File: config.mk
export PLATFORM = sky130hd
export DESIGN_NAME = jbus_xfer
export DESIGN_NICKNAME = d
export VERILOG_FILES = /design/src/rtl/jbus_xfer.sv
export SDC_FILE = /design/constraint.sdc
export NUM_CORES = 1
export LEC_CHECK = 0
export ABC_CLOCK_PERIOD_IN_PS = 2900
export CAP_MARGIN = 5
export CORE_ASPECT_RATIO = 0.75
export CORE_UTILIZATION = 35
export DETAILED_ROUTE_END_ITERATION = 8
export GPL_TIMING_DRIVEN = 0
export SLEW_MARGIN = 20
export SYNTH_ARGS = -nofsm -noshare
export SYNTH_HDL_FRONTEND = slang
export SYNTH_SLANG_ARGS = --single-unit
File: constraint.sdc
create_clock -name CLK -period 2.9 [get_ports CLK]
set_clock_uncertainty 0.2 [all_clocks]
set_input_delay 0.58 -clock CLK [delete_from_list [all_inputs] [get_ports CLK]]
set_output_delay 0.58 -clock CLK [all_outputs]
set_load 0.03 [all_outputs]
File: src/rtl/jbus_xfer.sv
// jbus_xfer: register-transfer sequencer driving a shared wired-OR bus (MOV/SWAP/CLR)
module jbus_xfer #(
   parameter int WIDTH = 8,
   parameter int NREGS = 4,
   parameter int SELW  = 3
) (
   input  logic                CLK,
   input  logic                RST,
   input  logic                START,
   input  logic [1:0]          OP,
   input  logic [SELW-1:0]     SRC,
   input  logic [SELW-1:0]     DST,
   input  logic [WIDTH-1:0]    DIN,
   input  logic [SELW-1:0]     PEEK_SEL,
   output logic [WIDTH-1:0]    PEEK_DATA,
   output logic [WIDTH-1:0]    BUS,
   output logic [NREGS+1:0]    ENA_VEC,
   output logic [NREGS+1:0]    SET_VEC,
   output logic                BUSY,
   output logic                DONE,
   output logic                ERR
);
   localparam int NV = NREGS + 2;
   localparam logic [1:0] OP_MOV = 2'd0, OP_SWAP = 2'd1, OP_CLR = 2'd2;
   localparam logic [NV-1:0] TMP_BIT = {1'b1, {(NV-1){1'b0}}};
   typedef enum logic [1:0] {S_IDLE, S_DRIVE, S_LATCH, S_DONE} state_t;
   state_t state;
   logic [1:0] step, op_q;
   logic [SELW-1:0] src_q, dst_q;
   logic [WIDTH-1:0] regs [1:NREGS];
   logic [WIDTH-1:0] tmp;
   logic bad, last;
   function automatic logic [NV-1:0] sel_bit(input logic [SELW-1:0] s);
      return NV'(1) << s;
   endfunction
   // source driven in a given step: SWAP walks SRC->TMP, DST->SRC, TMP->DST
   function automatic logic [NV-1:0] ena_of(input logic [1:0] o, input logic [SELW-1:0] s, d, input logic [1:0] st);
      return (o == OP_CLR) ? '0 : (o == OP_MOV || st == 2'd0) ? sel_bit(s) : (st == 2'd1) ? sel_bit(d) : TMP_BIT;
   endfunction
   function automatic logic [NV-1:0] set_of(input logic [1:0] o, input logic [SELW-1:0] s, d, input logic [1:0] st);
      return (o != OP_SWAP || st == 2'd2) ? sel_bit(d) : (st == 2'd0) ? TMP_BIT : sel_bit(s);
   endfunction
   // command validity is judged on the live inputs at the capture edge
   always_comb begin
      bad = OP == 2'd3 || DST == '0 || int'(DST) > NREGS || (OP != OP_CLR && int'(SRC) > NREGS) || (OP == OP_SWAP && SRC == '0);
      last = op_q != OP_SWAP || step == 2'd2;
   end
   // sequencer: captures commands in IDLE or DONE and steps DRIVE/LATCH pairs with registered strobes
   always_ff @(posedge CLK or posedge RST) begin
      if (RST) begin
         state <= S_IDLE;
         step <= '0;
         op_q <= '0;
         src_q <= '0;
         dst_q <= '0;
         ENA_VEC <= '0;
         SET_VEC <= '0;
         BUSY <= 1'b0;
         DONE <= 1'b0;
         ERR <= 1'b0;
      end else begin
         DONE <= 1'b0;
         ERR <= 1'b0;
         case (state)
            S_IDLE, S_DONE: begin
               if (START) begin
                  op_q <= OP;
                  src_q <= SRC;
                  dst_q <= DST;
                  step <= '0;
                  state <= bad ? S_DONE : S_DRIVE;
                  BUSY <= !bad;
                  DONE <= bad;
                  ERR <= bad;
                  ENA_VEC <= bad ? '0 : ena_of(OP, SRC, DST, 2'd0);
               end else begin
                  state <= S_IDLE;
                  BUSY <= 1'b0;
               end
            end
            S_DRIVE: begin
               state <= S_LATCH;
               SET_VEC <= set_of(op_q, src_q, dst_q, step);
            end
            default: begin
               SET_VEC <= '0;
               step <= step + 2'd1;
               state <= last ? S_DONE : S_DRIVE;
               ENA_VEC <= last ? '0 : ena_of(op_q, src_q, dst_q, step + 2'd1);
               BUSY <= !last;
               DONE <= last;
            end
         endcase
      end
   end
   // register file and TMP load the bus on the edge that ends LATCH
   always_ff @(posedge CLK or posedge RST) begin
      if (RST) begin
         for (int i = 1; i <= NREGS; i++) regs[i] <= '0;
         tmp <= '0;
      end else begin
         for (int i = 1; i <= NREGS; i++) if (SET_VEC[i]) regs[i] <= BUS;
         if (SET_VEC[NREGS+1]) tmp <= BUS;
      end
   end
   // wired-OR bus and combinational peek port
   always_comb begin
      BUS = {WIDTH{ENA_VEC[0]}} & DIN;
      for (int i = 1; i <= NREGS; i++) BUS = BUS | ({WIDTH{ENA_VEC[i]}} & regs[i]);
      BUS = BUS | ({WIDTH{ENA_VEC[NREGS+1]}} & tmp);
      PEEK_DATA = '0;
      for (int i = 1; i <= NREGS; i++) if (int'(PEEK_SEL) == i) PEEK_DATA = regs[i];
   end
endmodule

### Word level (Yosys, flattened, before mapping)

Index checks and enable logic that the tools add are counted.

* output and inout port bits: 31
* input port bits: 22
* bits in registers: 67

* reduce and logical (&&, ||, !) cells: 19
* shift-type cells: 3
* add/subtract/negate cells: 1
* mux-type cells: 26
* bitwise operators: 12
* eq/ne operators: 15
* $lt $le $gt $ge: 2

Operators with widths (count)
* 2-to-1 mux 6 bit: 9
* bitwise AND 8 bit: 6
* bitwise OR 8 bit: 5
* 2-to-1 mux 8 bit: 4
* one-hot mux 6 bit (2 select lines): 2
* << shifter 1 x 3 -> 6 bit (first input constant): 3
* == test 2 bit (second input constant): 5
* == test 3 bit (second input constant): 3
* zero test 2 bit: 4
* 2-to-1 mux 2 bit: 4
* one-hot mux 2 bit (2 select lines): 2
* == test 2 x 1 -> 1 bit (second input constant): 3
* greater-than comparator 3 bit (second input constant): 2
* zero test 3 bit: 2
* logical OR 1 bit: 6
* inequality test 2 bit (second input constant): 2
* one-hot mux 1 bit (2 select lines): 2
* AND reduction 2 bit: 2
* == test 3 x 2 -> 1 bit (second input constant): 1
* 2-to-1 mux 1 bit: 3
* adder 2 x 1 -> 2 bit (second input constant): 1
* logical AND 1 bit: 2
* zero test 1 bit: 2
* inequality test 2 x 1 -> 1 bit (second input constant): 1
* 2 further kinds: 2

### Longest topological paths before layout

Gate-level depths: netlist (run 1).

* depth after elaboration: 8
* gate-level depth with buffers: 7
* gate-level depth less buffers: 6

### Least setup slack after synthesis (run 1)

OpenSTA, ideal clock, no wires.

* path type: input to output
* start: in PEEK_SEL[0]
* end: out PEEK_DATA[0]
* data arrival time: 1.954 ns
* stages on the path: 5
* setup slack: 0.166 ns
* buffers on the path: 2
* cells stage by stage: buf_2 nor2b_1 clkbuf_1 a22oi_1 o21ai_0

* cells in the longest elaborated chain, start to end: 5

Ends and longest elaborated chain
* start: declaration: line 14 `input logic [SELW-1:0] PEEK_SEL,`
* == test 3 x 2 -> 1 bit: line 112 `for (int i = 1; i <= NREGS; i++) if (int'(PEEK_SEL) == i) PEEK_DATA = regs[i];`
* 2-to-1 mux 8 bit (3 in series): line 112
* 2-to-1 mux 8 bit *: line 112
* end: declaration: line 15 `output logic [WIDTH-1:0] PEEK_DATA,`

Mark *: on every way between the ends. The rest lies on a longest branch, timed or not.

### Final worst setup path (run 1)

* start: in PEEK_SEL[0]
* end: out PEEK_DATA[2]

Same word-level chain as after synthesis.

==> results.toml, run 1 <==
[synth]
synthFlopType = "dfrtp_1"
ys_types = 43
ys_top_cells_by_count = "dfrtp_1, nor2_1, a21oi_1"
synth_edf_count = 0
synth.top_cells.by_area = "dfrtp_1, a21oi_1, a22oi_1, mux2_2, nor2_1"
synth_top_area_share = 0.484
ys_seq_elements = 67
synth_area_leader_cell = "dfrtp_1"
syn_area_per_cell_um2 = 9.42
synth_cells = 368
synth_most_common_cell = "dfrtp_1"
synth_seq_area_share = 0.484
syn_area_um2 = 3470
yosysWarnings = 0
syn_nets = 396
async_flop_share = 1.00

[place]
portBuffers = 50
gp_congestion = 0.899
place_ws_ns = -0.746
place_hpwl_um = 6820
place_area_um2 = 4160

[layout]
drive_above_1_share = 0.157
final_area_um2 = 4600
diodes = 0
final_util = 0.476
final_nets = 462
syn_to_final_growth_pct = 32.7

[setup_path]
crit_slowest_cell = "dlygate4sd2_1"
end_kind = "output port"
cp_top_family = "buffers and inverters"
critical_path_depth = 6
critical_path_buf_inv_count = 3
worstPathCellList = "buf_2 -> nor2b_1 -> clkbuf_2 -> a22oi_1 -> o21ai_0 -> dlygate4sd2_1"
critical_path_required_ns = 2.12
crit_type = "input pin to output port"
cp.arrival_ns = 2.09
path_max_fanout = 10
critPathLaunchType = "input pin"
reg2reg_depth = 6
critPathMaxStageDelay_ns = 0.44

[grt]
grtUsageTotal = 0.213
grt_start_max_net_pins = 56
grt_pass1_wl_um = 16000
antenna_found_initial = 0
overflow = 0
grt_pass1_vias = 2925

[timing]
max_freq_mhz = 348
slew_headroom = 0.548
setup_ws_ns = 0.0303
hold_ws_ns = 0.305
worst_pin_slew_ns = 0.677
drv_slew = 0
setup_viol = 0
period_needed_ns = 2.87
finalHoldViolCount = 0
period_share = 0.990

[worst_hold_path]
hold_path_class = "flop to flop"
hold_depth = 2

[power_and_ir_drop]
power_frac_seq = 0.306
ir_drop_v = 0.000459
powerDensity_nw_per_um2 = 1310
p_sw_frac = 0.453
clkPwrFrac = 0.183
p_switching_mw = 2.72
power_frac_comb = 0.511
p_leak_nw = 1.96
p_int_mw = 3.28

[cts]
clk_path_buf_depth = 2
worstSkewPairLatency_ns = 0.34
cts_sinks = 67
cts-hold-fix-buffers = 0
cts_tree = "built"
htree_levels = 3
clkTransAtPathRegs_ns = 0.05
cts_inserted_buffers = 9
cts_root_buffer = "clkbuf_16"

[floorplan]
core.rowCount = 31
core_um2 = 9660
die_w_um = 117
design.die.area_um2 = 10300
die_h_um = 88.2
initial_utilization = 0.359
io_pins = 53

[detailed_routing]
drtPass1Iterations = 5
detail-route-antenna-nets = 0
wl_um = 10300
routed_via_density = 5.37
drt_iter0_drc = 256
drcViolationCount = 0
wl_per_cell_um = 18.1
vias = 3068

[status]
status = "complete, no violations"

[job]
max_cap_viol_count = 0
## power groups by stage
stage	combinational, mW	sequential, mW	clock (mW)
after floorplan	1.90	1.73	0
after global placement	2.88	1.68	0
after detailed placement	2.93	1.69	0
after CTS	2.87	1.82	1.10
after global routing	3.37	1.89	1.14
final	3.07	1.84	1.10
## flip-flops by register name, summed over array words and instances (netlist names)
name     cells
BUSY         1
ERR          1
regs        32
src_q        3
state        2
DONE         1
step         2
op_q         2
SET_VEC      6
dst_q        3
tmp          8
ENA_VEC      6
## worst paths after layout
| path | from | endpoint | slack, ns |
|---|---|---|---|
| hold reg to reg | BUSY$_DFFE_PP0N_ | BUSY$_DFFE_PP0N_ | 0.30 |
| setup / recovery | PEEK_SEL[0] | PEEK_DATA[2] | 0.03 |
| max in group asynchronous | RST | ENA_VEC[5]$_DFFE_PP0P_ | 1.65 |
| setup reg to reg | step[0]$_DFFE_PP0P_ | SET_VEC[5]$_DFFE_PP0P_ | 0.92 |
| hold / removal | BUSY$_DFFE_PP0N_ | BUSY$_DFFE_PP0N_ | 0.30 |
| min in group asynchronous | RST | regs[3]$_DFFE_PP0P_ | 0.32 |
## area by class of cell
| class | instances | area (µm²) |
|---|---|---|
| buffer | 17 | 76.3 |
| clock buffer | 12 | 246 |
| clock inverter | 4 | 50.0 |
| fill | 908 | 5060 |
| inverter | 19 | 73.8 |
| multi-input combinational | 259 | 1720 |
| sequential | 67 | 1690 |
| tap | 132 | 165 |
| timing repair buffer | 61 | 583 |
## tightest hold or removal path: stages, from the launching register on
cell and delay (ns):
dfrtp_1 0.35, a21oi_1 0.06, nand2_1 0.06
## stage by stage
| stage | power, mW | TNS, ns | cells |
|---|---|---|---|
| 3_3_place_gp | 4.56 | -60.98 | 550 |
| 3_5_place_dp | 4.62 | -6.62 | 551 |
| 2_1_floorplan | 3.63 | 0 | 368 |
| 5_1_grt | 6.40 | -0.0202 | 571 |
| 4_1_cts | 5.79 | 0 | 563 |
| 6_report | 6.01 | 0 | 571 |
## cells by family after synthesis
family	after synthesis	synth area share
fa+ha+maj	6	0.0217
buf+inv	42	0.0484
flops	67	0.484
mux	17	0.0552
compound gates	114	0.219
simple gates	122	0.172
## cells in the final DEF, fill, tap and decap left out, drive strengths merged, types with 17 or more instances in the layout
| cell type | instances |
|---|---|
| a21oi | 45 |
| a22oi | 26 |
| clkbuf | 26 |
| clkdlybuf4s50 | 33 |
| dfrtp | 67 |
| inv | 19 |
| mux2 | 17 |
| nand2 | 32 |
| nor2 | 49 |
| o21ai | 22 |
## routing by layer
metal | wire, µm | GRT usage
met5 | 0 | 0
met2 | 4590 | 0.307
met1 | 5000 | 0.315
met3 | 658 | 0.0554
met4 | 68 | 0.0529
## what timing repair did
action,4_1_cts,5_1_grt
setup buffers,2,8
resized for setup,35,5
setup endpoints to repair,16,7
No activity file was read; power rests on OpenSTA's default activity.
==> inputs of run 2 (changes only) <==
Settings changed: ABC_CLOCK_PERIOD_IN_PS 2900 to 2800, REMOVE_ABC_BUFFERS set to 1.
Clock period 2.9 ns to 2.8 ns, I/O delays scaled along.
==> run 2 against run 1 <==
Effect of this change:
- critical path depth unchanged
- final area up 1.7%
- non-clock buffer count down 4
- utilization up 0.82 points
- global-route usage down 1.6 points
==> results.toml, run 2 (same netlist as run 1, synthesis figures left out) <==
[status]
status = "complete, no violations"

[floorplan]
die_w_um = 117
design.die.area_um2 = 10300
core_um2 = 9660
io_pins = 53
core.rowCount = 31
initial_utilization = 0.359
die_h_um = 88.2

[layout]
final_cells = 567
final_util = 0.485
largest_reg_flops = 32
syn_to_final_growth_pct = 35.0
layout_common_cells = "dfrtp_1, nor2_1, a21oi_1"
largest_register = "regs"
final_common_cell = "dfrtp_1"
drive_above_1_share = 0.198
diodes = 0
largestRegisters = "regs (32), tmp (8)"
final_nets = 458

[power_and_ir_drop]
clkPwrFrac = 0.193
power_frac_seq = 0.318
p_sw_frac = 0.437
p_switching_mw = 2.76
power.total_mw = 6.32
powerDensity_nw_per_um2 = 1350
p_leak_nw = 2.00
power_frac_comb = 0.489
p_int_mw = 3.56
ir_drop_v = 0.000568

[place]
numPlacedInstances = 530
place_hpwl_um = 6230
gp_congestion = 0.841
portBuffers = 52

[worst_hold_path]
hold_path_class = "flop to flop"
hold_depth = 2

[setup_path]
end_kind = "output port"
crit_type = "input pin to output port"
critPathLaunchType = "input pin"
reg2reg_depth = 5
path_max_fanout = 4
critical_path_required_ns = 2.04
cp.arrival_ns = 1.94

[detailed_routing]
vias = 3040
routed_via_density = 5.36
drtPass1Iterations = 5
wl_um = 9430
drcViolationCount = 0
drt_iter0_drc = 231
wl_per_cell_um = 16.6
detail-route-antenna-nets = 0

[timing]
setup_viol = 0
period_needed_ns = 2.70
worst_pin_slew_ns = 0.723
max_freq_mhz = 371
fin_tns_setup_ns = 0
rsz0062_at_grt = "false"
drv_slew = 0
finalHoldViolCount = 0
slew_headroom = 0.518
hold_ws_ns = 0.308
period_share = 0.963

[cts]
htree_levels = 3
clk_path_buf_depth = 2
cts_root_buffer = "clkbuf_16"
cts_sinks = 67
worstSkewPairLatency_ns = 0.33
cts-hold-fix-buffers = 0
cts_inserted_buffers = 9
cts_tree = "built"
clkTransAtPathRegs_ns = 0.05

[grt]
grt_start_max_net_pins = 45
antenna_found_initial = 0
grt_pass1_vias = 2842
grtUsageTotal = 0.197
overflow = 0
grt_pass1_wl_um = 15000

[job]
max_cap_viol_count = 0
run 2: cell count changes in the layout (fill, tap and decap cells not counted), sizes merged:
cell and change:
buf +9, bufinv +1, clkbuf -14, clkdlybuf4s15 +5, clkinv +1, dlygate4sd1 -2
dlygate4sd2 -4
run 2: per-stage QoR:
stage,instance area [µm²],worst slack (ns)
after floorplan,3370,0.302
after global placement,4060,-1.16
after detailed placement,4090,-1.14
after CTS,4560,0.00228
after global routing,4680,0.00469
final,4680,0.103
run 2: final timing paths:
check                                               to  slack, ns              startpoint
worst max-delay path                            BUS[6]       0.10                  DIN[6]
worst min-delay path            SET_VEC[0]$_DFFE_PP0P_       0.31  SET_VEC[0]$_DFFE_PP0P_
worst max register to register      state[1]$_DFF_PP0_       0.49      state[0]$_DFF_PP0_
worst min register to register  SET_VEC[0]$_DFFE_PP0P_       0.31  SET_VEC[0]$_DFFE_PP0P_
max in group asynchronous       ENA_VEC[3]$_DFFE_PP0P_       1.50                     RST
min in group asynchronous           state[1]$_DFF_PP0_       0.36                     RST
run 2: layer usage:
metal	vias to the layer above	part of all wire	GRT usage
li1	1443	-	-
met1	1484	0.48	0.277
met2	96	0.45	0.299
met3	17	0.060	0.0471
met4	0	0.017	0.0633
met5	-	0	0
run 2: cell type report:
type	count	area [µm²]
fillers	881	4980
multi-input cells	259	1730
repair buffers	74	697
clock buffers	10	239
well taps	132	165
flip-flops and latches	67	1690
inverters	19	73.8
clock inverters	6	88.8
run 2: critical path, cell delays in order:
cell and delay [ns]:
clkdlybuf4s50_1 0.42, a22oi_1 0.15, nand2_1 0.11, a221oi_4 0.25
inv_1 0.08, dlygate4sd2_1 0.36
run 2: power by group through the flow:
stage	Clock (mW)	Sequential, mW	Combinational, mW
global route	1.28	2.08	3.38
finish	1.22	2.01	3.09
floorplan	0	1.91	1.78
detailed placement	0	1.97	2.72
CTS	1.23	2.01	2.77
global placement	0	1.96	2.67
run 2: timing repair:
action                                 CTS  global route
endpoints found under the hold margin    0             0
setup endpoints to repair               16            11
resized for setup                       54             7
buffers inserted                         4            17
